## src/rtl/wi23_defs_pkg.sv

```systemverilog
// Shared EX-stage definitions: register width plus the mul/div sequencer's op and state encodings.
package wi23_defs;

  localparam int REGFILE_WIDTH = 32;

  typedef enum logic [1:0] {
    MD_MUL   = 2'd0,
    MD_MULHU = 2'd1,
    MD_DIVU  = 2'd2,
    MD_REMU  = 2'd3
  } muldiv_op_t;

  typedef enum logic [1:0] {
    MD_IDLE = 2'd0,
    MD_BUSY = 2'd1,
    MD_DONE = 2'd2
  } muldiv_state_t;

endpackage

```

## src/rtl/muldiv_step.sv

```systemverilog
// One iteration of shift-add multiply or restoring divide on the shared {acc,lo} working pair.
module muldiv_step
  import wi23_defs::*;
#(
  parameter int WIDTH = REGFILE_WIDTH
) (
  input  logic             is_div,
  input  logic [WIDTH:0]   acc,
  input  logic [WIDTH-1:0] lo,
  input  logic [WIDTH-1:0] opnd,
  output logic [WIDTH:0]   acc_next,
  output logic [WIDTH-1:0] lo_next
);

  logic [WIDTH:0] sum;
  logic [WIDTH:0] r_sh;
  logic [WIDTH:0] trial;

  // acc[WIDTH] is always 0 in multiply mode, so the add never overflows WIDTH+1 bits
  assign sum   = acc + (lo[0] ? {1'b0, opnd} : '0);
  assign r_sh  = {acc[WIDTH-1:0], lo[WIDTH-1]};
  assign trial = r_sh - {1'b0, opnd};

  always_comb begin
    acc_next = {1'b0, sum[WIDTH:1]};
    lo_next  = {sum[0], lo[WIDTH-1:1]};
    if (is_div) begin
      if (!trial[WIDTH]) begin
        acc_next = trial;
        lo_next  = {lo[WIDTH-2:0], 1'b1};
      end else begin
        acc_next = r_sh;
        lo_next  = {lo[WIDTH-2:0], 1'b0};
      end
    end
  end

endmodule

```

## src/rtl/muldiv_seq.sv

```systemverilog
// Iterative unsigned MUL/MULHU/DIVU/REMU unit with request and response valid/ready handshakes.
//   state   | meaning
//   MD_IDLE | ready for a request
//   MD_BUSY | iterating, one step per cycle
//   MD_DONE | result held until resp_ready
module muldiv_seq
  import wi23_defs::*;
#(
  parameter int WIDTH = REGFILE_WIDTH
) (
  input  logic             clk,
  input  logic             rst,
  input  logic             flush,
  input  logic             req_valid,
  output logic             req_ready,
  input  logic [1:0]       req_op,
  input  logic [WIDTH-1:0] req_a,
  input  logic [WIDTH-1:0] req_b,
  output logic             resp_valid,
  input  logic             resp_ready,
  output logic [WIDTH-1:0] resp_data,
  output logic             resp_dbz,
  output logic             busy
);

  localparam int CW = (WIDTH > 1) ? $clog2(WIDTH) : 1;

  muldiv_state_t   state, state_next;
  muldiv_op_t      op_q, op_in;
  logic [CW-1:0]   count;
  logic [WIDTH:0]  acc, acc_next;
  logic [WIDTH-1:0] lo, lo_next, opnd;
  logic            accept, in_div, in_dbz, last_step, op_div, lo_result;

  assign op_in     = muldiv_op_t'(req_op);
  assign req_ready = (state == MD_IDLE);
  assign busy      = (state != MD_IDLE);
  assign accept    = req_valid && req_ready;
  assign in_div    = (op_in == MD_DIVU) || (op_in == MD_REMU);
  assign in_dbz    = in_div && (req_b == '0);
  assign op_div    = (op_q == MD_DIVU) || (op_q == MD_REMU);
  assign lo_result = (op_q == MD_MUL) || (op_q == MD_DIVU);
  assign last_step = (state == MD_BUSY) && (count == CW'(WIDTH - 1));

  muldiv_step #(.WIDTH(WIDTH)) u_step (
    .is_div   (op_div),
    .acc      (acc),
    .lo       (lo),
    .opnd     (opnd),
    .acc_next (acc_next),
    .lo_next  (lo_next)
  );

  always_ff @(posedge clk) begin
    if (rst) state <= MD_IDLE;
    else     state <= state_next;
  end

  always_comb begin
    state_next = state;
    if (flush) begin
      state_next = MD_IDLE;
    end else begin
      case (state)
        MD_IDLE: if (accept) state_next = in_dbz ? MD_DONE : MD_BUSY;
        MD_BUSY: if (last_step) state_next = MD_DONE;
        MD_DONE: if (resp_ready) state_next = MD_IDLE;
        default: state_next = MD_IDLE;
      endcase
    end
  end

  always_ff @(posedge clk) begin
    if (rst || flush) begin
      op_q       <= MD_MUL;
      count      <= '0;
      acc        <= '0;
      lo         <= '0;
      opnd       <= '0;
      resp_valid <= 1'b0;
      resp_data  <= '0;
      resp_dbz   <= 1'b0;
    end else begin
      case (state)
        MD_IDLE: begin
          if (accept) begin
            op_q  <= op_in;
            count <= '0;
            acc   <= '0;
            // multiply keeps the multiplier in lo; divide keeps the dividend there as Q
            lo    <= in_div ? req_a : req_b;
            opnd  <= in_div ? req_b : req_a;
            if (in_dbz) begin
              resp_valid <= 1'b1;
              resp_dbz   <= 1'b1;
              resp_data  <= (op_in == MD_DIVU) ? '1 : req_a;
            end
          end
        end
        MD_BUSY: begin
          acc   <= acc_next;
          lo    <= lo_next;
          count <= count + CW'(1);
          if (last_step) begin
            resp_valid <= 1'b1;
            resp_dbz   <= 1'b0;
            resp_data  <= lo_result ? lo_next : acc_next[WIDTH-1:0];
          end
        end
        MD_DONE: begin
          if (resp_ready) resp_valid <= 1'b0;
        end
        default: ;
      endcase
    end
  end

endmodule

```

## config.mk

```make
export PLATFORM = sky130hd
export DESIGN_NAME = muldiv_seq
export DESIGN_NICKNAME = d
export VERILOG_FILES = /design/src/rtl/wi23_defs_pkg.sv /design/src/rtl/muldiv_step.sv /design/src/rtl/muldiv_seq.sv
export SDC_FILE = /design/constraint.sdc
export NUM_CORES = 1
export LEC_CHECK = 0
export BUFFER_PORTS_ARGS = -buffer_cell sky130_fd_sc_hd__buf_4
export CORE_UTILIZATION = 45
export CTS_CLUSTER_DIAMETER = 50
export CTS_CLUSTER_SIZE = 40
export DETAILED_ROUTE_END_ITERATION = 10
export HOLD_SLACK_MARGIN = 0.06
export PLACE_DENSITY = 0.68
export SLEW_MARGIN = 20
export SYNTH_ARGS = -nofsm -noshare
export SYNTH_HDL_FRONTEND = slang
export SYNTH_SLANG_ARGS = --single-unit
```

## constraint.sdc

```tcl
create_clock -name clk -period 5.4 [get_ports clk]
set_input_delay 0.54 -clock clk [delete_from_list [all_inputs] [get_ports clk]]
set_output_delay 0.54 -clock clk [all_outputs]
set_load 0.02 [all_outputs]
```

# After elaboration in Yosys (flattened, before gate mapping)
# Index checks and enable logic that the tools add are counted.
[classes] n_addsub=3 eq_ne=11 mux=31 reduce_logical=19
[ops] cell="32-bit two-way mux" count=10
[ops] cell="32-bit one-hot mux with 2 select lines" count=2
[ops] cell="33-bit two-way mux" count=3
[ops] cell="33-bit one-hot mux with 2 select lines" count=1
[ops] cell="33-bit adder" count=1
[ops] cell="33-bit by 32-bit subtractor with 33-bit output" count=1
[ops] cell="32-bit zero test" count=1
[ops] cell="2-bit == test (second input constant)" count=5
[ops] cell="5-bit one-hot mux with 2 select lines" count=1
[ops] cell="2-bit two-way mux" count=4
[ops] cell="1-bit two-way mux" count=6
[ops] cell="2-bit one-hot mux with 3 select lines" count=1
[ops] cell="5-bit by 1-bit adder with 5-bit output (second input constant)" count=1
[ops] cell="5-bit == test (second input constant)" count=1
[ops] cell="5-bit two-way mux" count=1
[ops] cell="5-bit AND reduction" count=1
[ops] cell="2-bit zero test" count=2
[ops] cell="1-bit logical OR" count=4
[ops] cell="2-bit by 1-bit != test with 1-bit output (second input constant)" count=2
[ops] cell="2-bit != test (second input constant)" count=2
[ops] cell="2-bit AND reduction" count=2
[ops] cell="4-bit AND reduction" count=1
[ops] cell="2-bit nonzero test" count=2
[ops] cell="1-bit logical AND" count=3
[ops] cell="6 further kinds" count=6
[word_totals] regBits=140 input_bits=71 wordCells=73

# Longest topological paths before layout
[logic_depth] depth_word=6 mapped_depth=23 mapped_depth_nobuf=21

# Cells and area by module
# From an unflattened synthesis, not the netlist that was laid out.
[unflattened] hier_cells=1427 area_unflattened_um2=11145.7
[by_module_without_submodules] mod="muldiv_seq" instances=1 cells_per_inst=751 area_per_inst_um2=6531.3
[by_module_without_submodules] mod="muldiv_step" instances=1 cells_per_inst=676 area_per_inst_um2=4614.4

# Worst setup path before layout
# OpenSTA, ideal clock, no wires.
[synth_timing] kind="register -> register" startpoint="register lo[31]" endpoint="register acc[11]" setup_time_ns=0.132 t_arrival_ns=4.236 slack_ns=1.032 stages_incl_launch_ff=21 n_path_buf=2 synth_period_minus_slack_ns=4.368 cell_sequence="dfxtp_1 -> inv_1 -> ha_1 -> inv_1 -> fa_1 -> a21o_1 -> a221oi_2 -> o21ai_4 -> a311oi_4 -> a211oi_1 -> o22ai_1 -> nor2b_1 -> o21ai_0 -> nand2b_1 -> ha_1 -> clkbuf_1 -> clkbuf_1 -> mux2_2 -> or2_2 -> o211ai_1 -> a21oi_1"
[synth_via] elab_chain_cells=4
[synth_rtl] item="start, declared" line="muldiv_seq.sv:32" rtl="logic [WIDTH-1:0] lo, lo_next, opnd;"
[synth_rtl] item="start signal, assigned" line="muldiv_seq.sv:91" rtl="lo <= in_div ? req_a : req_b;"
[synth_rtl] item="start signal, assigned" line="muldiv_seq.sv:102" rtl="lo <= lo_next;"
[synth_rtl] item="33-bit by 32-bit subtractor with 33-bit output" line="muldiv_step.sv:22" rtl="assign trial = r_sh - {1'b0, opnd};"
[synth_rtl] item="33-bit two-way mux" line="muldiv_step.sv:28" rtl="if (!trial[WIDTH]) begin"
[synth_rtl] item="33-bit two-way mux" line="muldiv_step.sv:27" rtl="if (is_div) begin"
[synth_rtl] item="33-bit one-hot mux with 2 select lines" line="muldiv_seq.sv:84" rtl="case (state)"
[synth_rtl] item="end signal, assigned" line="muldiv_seq.sv:101" rtl="acc <= acc_next;"
[synth_rtl] item="end, declared" line="muldiv_seq.sv:31" rtl="logic [WIDTH:0] acc, acc_next;"
# Every way passes these cells.
# A chain may end at the register's enable or synchronous reset.

# Worst setup path in the final report
[layout_timing] startpoint="register lo[31]" endpoint="register resp_data[3]"
[layout_via] elab_chain_cells=6
[layout_rtl] item="33-bit by 32-bit subtractor with 33-bit output" line="muldiv_step.sv:22"
[layout_rtl] item="33-bit two-way mux" line="muldiv_step.sv:28"
[layout_rtl] item="33-bit two-way mux" line="muldiv_step.sv:27"
[layout_rtl] item="32-bit two-way mux" line="muldiv_seq.sv:107" rtl="resp_data <= lo_result ? lo_next : acc_next[WIDTH-1:0];"
[layout_rtl] item="32-bit two-way mux" line="muldiv_seq.sv:104" rtl="if (last_step) begin"
[layout_rtl] item="32-bit one-hot mux with 2 select lines" line="muldiv_seq.sv:84"
[layout_rtl] item="end signal, assigned" line="muldiv_seq.sv:96" rtl="resp_data <= (op_in == MD_DIVU) ? '1 : req_a;"
[layout_rtl] item="end signal, assigned" line="muldiv_seq.sv:107"
[layout_rtl] item="end, declared" line="muldiv_seq.sv:21" rtl="output logic [WIDTH-1:0] resp_data,"
# Every way passes these cells. The select of a mux whose other input is x is not followed.

==> impl_metrics.ini <==
[drt]
wl_mm = 39.8
drcViolationCount = 1
drtIter0Drc = 1267
wl_per_cell_um = 20.6
firstDrtPassIters = 8
postRouteAntennaNets = 0
route.vias.total = 12031
vias_per_cell = 6.22

[run_status]
violations = design-rule violations
status = finished, violations left

[logic_synthesis]
synth_fp_nets = 1694
synth_edf_count = 0
async_flop_share = 0
syn_inst = 1554
synthDistinctLibCells = 81
ys_top_cells_by_area = dfxtp_1, mux2i_1, ha_1
yosysSeqAreaShare = 0.245
syn_area_per_cell_um2 = 7.37
ys_warn_count = 0
synth.largest_area_cell = dfxtp_1
syn-cell-area_mm2 = 0.0115
yosys.area.top_type_share = 0.245
yosys_most_used_dff = dfxtp_1
ys_ff_latch = 140

[worst_setup_path]
r2r_slack_ns = 0.62
cp.required_ns = 5.70
cp_max_fo = 23
critPathKind = flop to flop
crit_path_start_kind = flop
worst_setup_path_end_kind = flop
timing.rr.start = lo[31]$_SDFFE_PP0P_
r2r_cells = 20
r2r_end = resp_data[3]$_SDFFE_PP0P_
crit_arrival_ns = 5.08

[hold_path]
worstHoldPathCells = 3
holdPathEnd = op_q[0]$_SDFFE_PP0P_
hold_class = input pin to flop
hold_start = req_op[0]

[floorplan]
start_util = 0.457
die_y_um = 162
rows = 58
fp.dieW_um = 162
die-area_mm2 = 0.0261
core-area_mm2 = 0.0250
pin_count = 107

[timing]
whs_ns = 0.384
period_share = 0.885
max_slew.worst_pin.slew_ns = 1.21
rsz0062_at_grt = false
fmax_mhz = 209
setup_viol = 0
maxSlewHeadroom = 0.192
slew_violations = 0
period_minus_slack_ns = 4.78
finalSetupTns_ns = 0
hold_viol_final = 0
fin_skew_ns = 0.0103

[clock_network]
cts_htree_levels = 4
cts_hold_buf = 0
cts_max_path_buffers = 2
clock_latency_ns = 0.43
cts_resized = 0
cts_tree = built
post_cts_buffers = 0
cts_root_buffer = clkbuf_16
cts.sinks = 140
cts_made_buffers = 17
clk_pin_slew_worst_paths_ns = 0.06

[finish]
antenna_cells = 0
final_cells = 1934
area_growth_pct = 13.6
mostFrequentLayoutCell = nor2_1
layout_common_cells = nor2_1, a21oi_1, nand2_1, dfxtp_1, buf_4
layout-drive-gt1-share = 0.122
layout.nets = 1731

[grt]
grt_pass1_wl_mm = 62.1
grt_antenna_before_repair = 1
grt_max_degree = 75
grt-ovfl-total = 0
grt_use_total = 0.303
grt_pass1_vias = 10863

[placed_design]
dp_cells = 1902
io_buffers = 106
place_congestion = 0.912
hpwlAfterDp_mm = 29.5

[job]
maxCapViolCount = 0

[power_and_ir_drop]
p_leak_nw = 5.37
p_per_area_mw_per_mm2 = 218
finalPower_mw = 2.84
ir_drop_v = 0.000210
[area by class of cell]
type	count	area (um^2)
multi-input cells	1259	8080
clock inverters	14	160
clock buffers	18	439
flip-flops and latches	140	2810
inverters	48	180
fillers	2459	12000
well taps	330	413
repair buffers	125	938
[report_power, final]
group | leakage [nW] | internal [mW] | switching, mW | total, mW
Combinational | 3.94 | 0.210 | 0.337 | 0.547
Sequential | 1.14 | 1.06 | 0.0374 | 1.09
Clock | 0.293 | 0.704 | 0.498 | 1.20
[per-layer routing]
| metal | wire length [um] | GRT usage |
|---|---|---|
| met1 | 18800 | 0.459 |
| met4 | 1040 | 0.0999 |
| met2 | 16500 | 0.434 |
| met3 | 3570 | 0.0398 |
| met5 | 0 | 0 |
[how the worst max path moves through the flow]
| stage | startpoint | to | cells after the start |
|---|---|---|---|
| 2_1_floorplan | lo[31]$_SDFFE_PP0P_ | acc[11]$_SDFFE_PP0P_ | 20 |
| 3_3_place_gp | lo[31]$_SDFFE_PP0P_ | resp_data[3]$_SDFFE_PP0P_ | 20 |
| 3_5_place_dp | lo[31]$_SDFFE_PP0P_ | resp_data[3]$_SDFFE_PP0P_ | 20 |
| 4_1_cts | lo[31]$_SDFFE_PP0P_ | resp_data[3]$_SDFFE_PP0P_ | 20 |
| 5_1_grt | lo[31]$_SDFFE_PP0P_ | resp_data[3]$_SDFFE_PP0P_ | 20 |
| 6_report | lo[31]$_SDFFE_PP0P_ | resp_data[3]$_SDFFE_PP0P_ | 20 |
[Yosys cell counts (9+ instances only)]
master / count
xnor2_1: 24
nand4_1: 13
inv_1: 48
o21a_1: 9
a31oi_1: 15
a21o_1: 16
nand2_1: 144
o21ai_1: 11
nor3_1: 59
mux2_2: 17
a21oi_1: 166
dfxtp_1: 140
nor2_1: 191
o21ai_0: 65
clkbuf_1: 85
and2_1: 36
nor2b_1: 9
and3_1: 9
xor2_1: 24
ha_1: 67
nor4_1: 13
o211ai_1: 36
nand3_1: 44
buf_1: 17
a211oi_1: 50
o22ai_1: 20
mux2i_1: 99
[metrics by stage]
| step | setup WS [ns] | utilization | cell area (um^2) |
|---|---|---|---|
| after floorplan | 1.03 | - | 11500 |
| after global placement | 0.781 | 0.496 | 12400 |
| after detailed placement | 0.712 | 0.496 | 12400 |
| after CTS | 0.684 | 0.520 | 13000 |
| after global routing | 0.292 | 0.520 | 13000 |
| final | 0.620 | 0.520 | 13000 |
[cells by family after synthesis]
group,count (synthesis),share of synthesized area
buffers and inverters,155,0.0523
XOR/XNOR,48,0.0367
adder cells (fa/ha/maj),69,0.0767
flip-flops,140,0.245
AND/OR/NAND/NOR,559,0.224
multiplexers,117,0.104
AO/OA/AOI/OAI,466,0.261
[worst max-delay path: stages (launching register included)]
cell and delay (ns):
dfxtp_1 0.34, inv_1 0.07, ha_1 0.15, inv_1 0.05, fa_1 0.40, a21o_1 0.21, a221oi_2 0.37, o21ai_4 0.15
a311oi_4 0.43, a211oi_1 0.21, o22ai_1 0.27, nor2b_1 0.08, o21ai_0 0.15, nand2b_1 0.08, ha_1 0.34, buf_4 0.33
mux2_2 0.38, a21oi_1 0.21, o21ai_0 0.11, a221oi_1 0.27, nor2_1 0.07
[flip-flops by register name (all words and copies together) (netlist names)]
register,cells
resp_data,32
op_q,2
state,2
resp_valid,1
count,5
acc,33
resp_dbz,1
opnd,32
lo,32
Power figures use the tool's default switching activity.
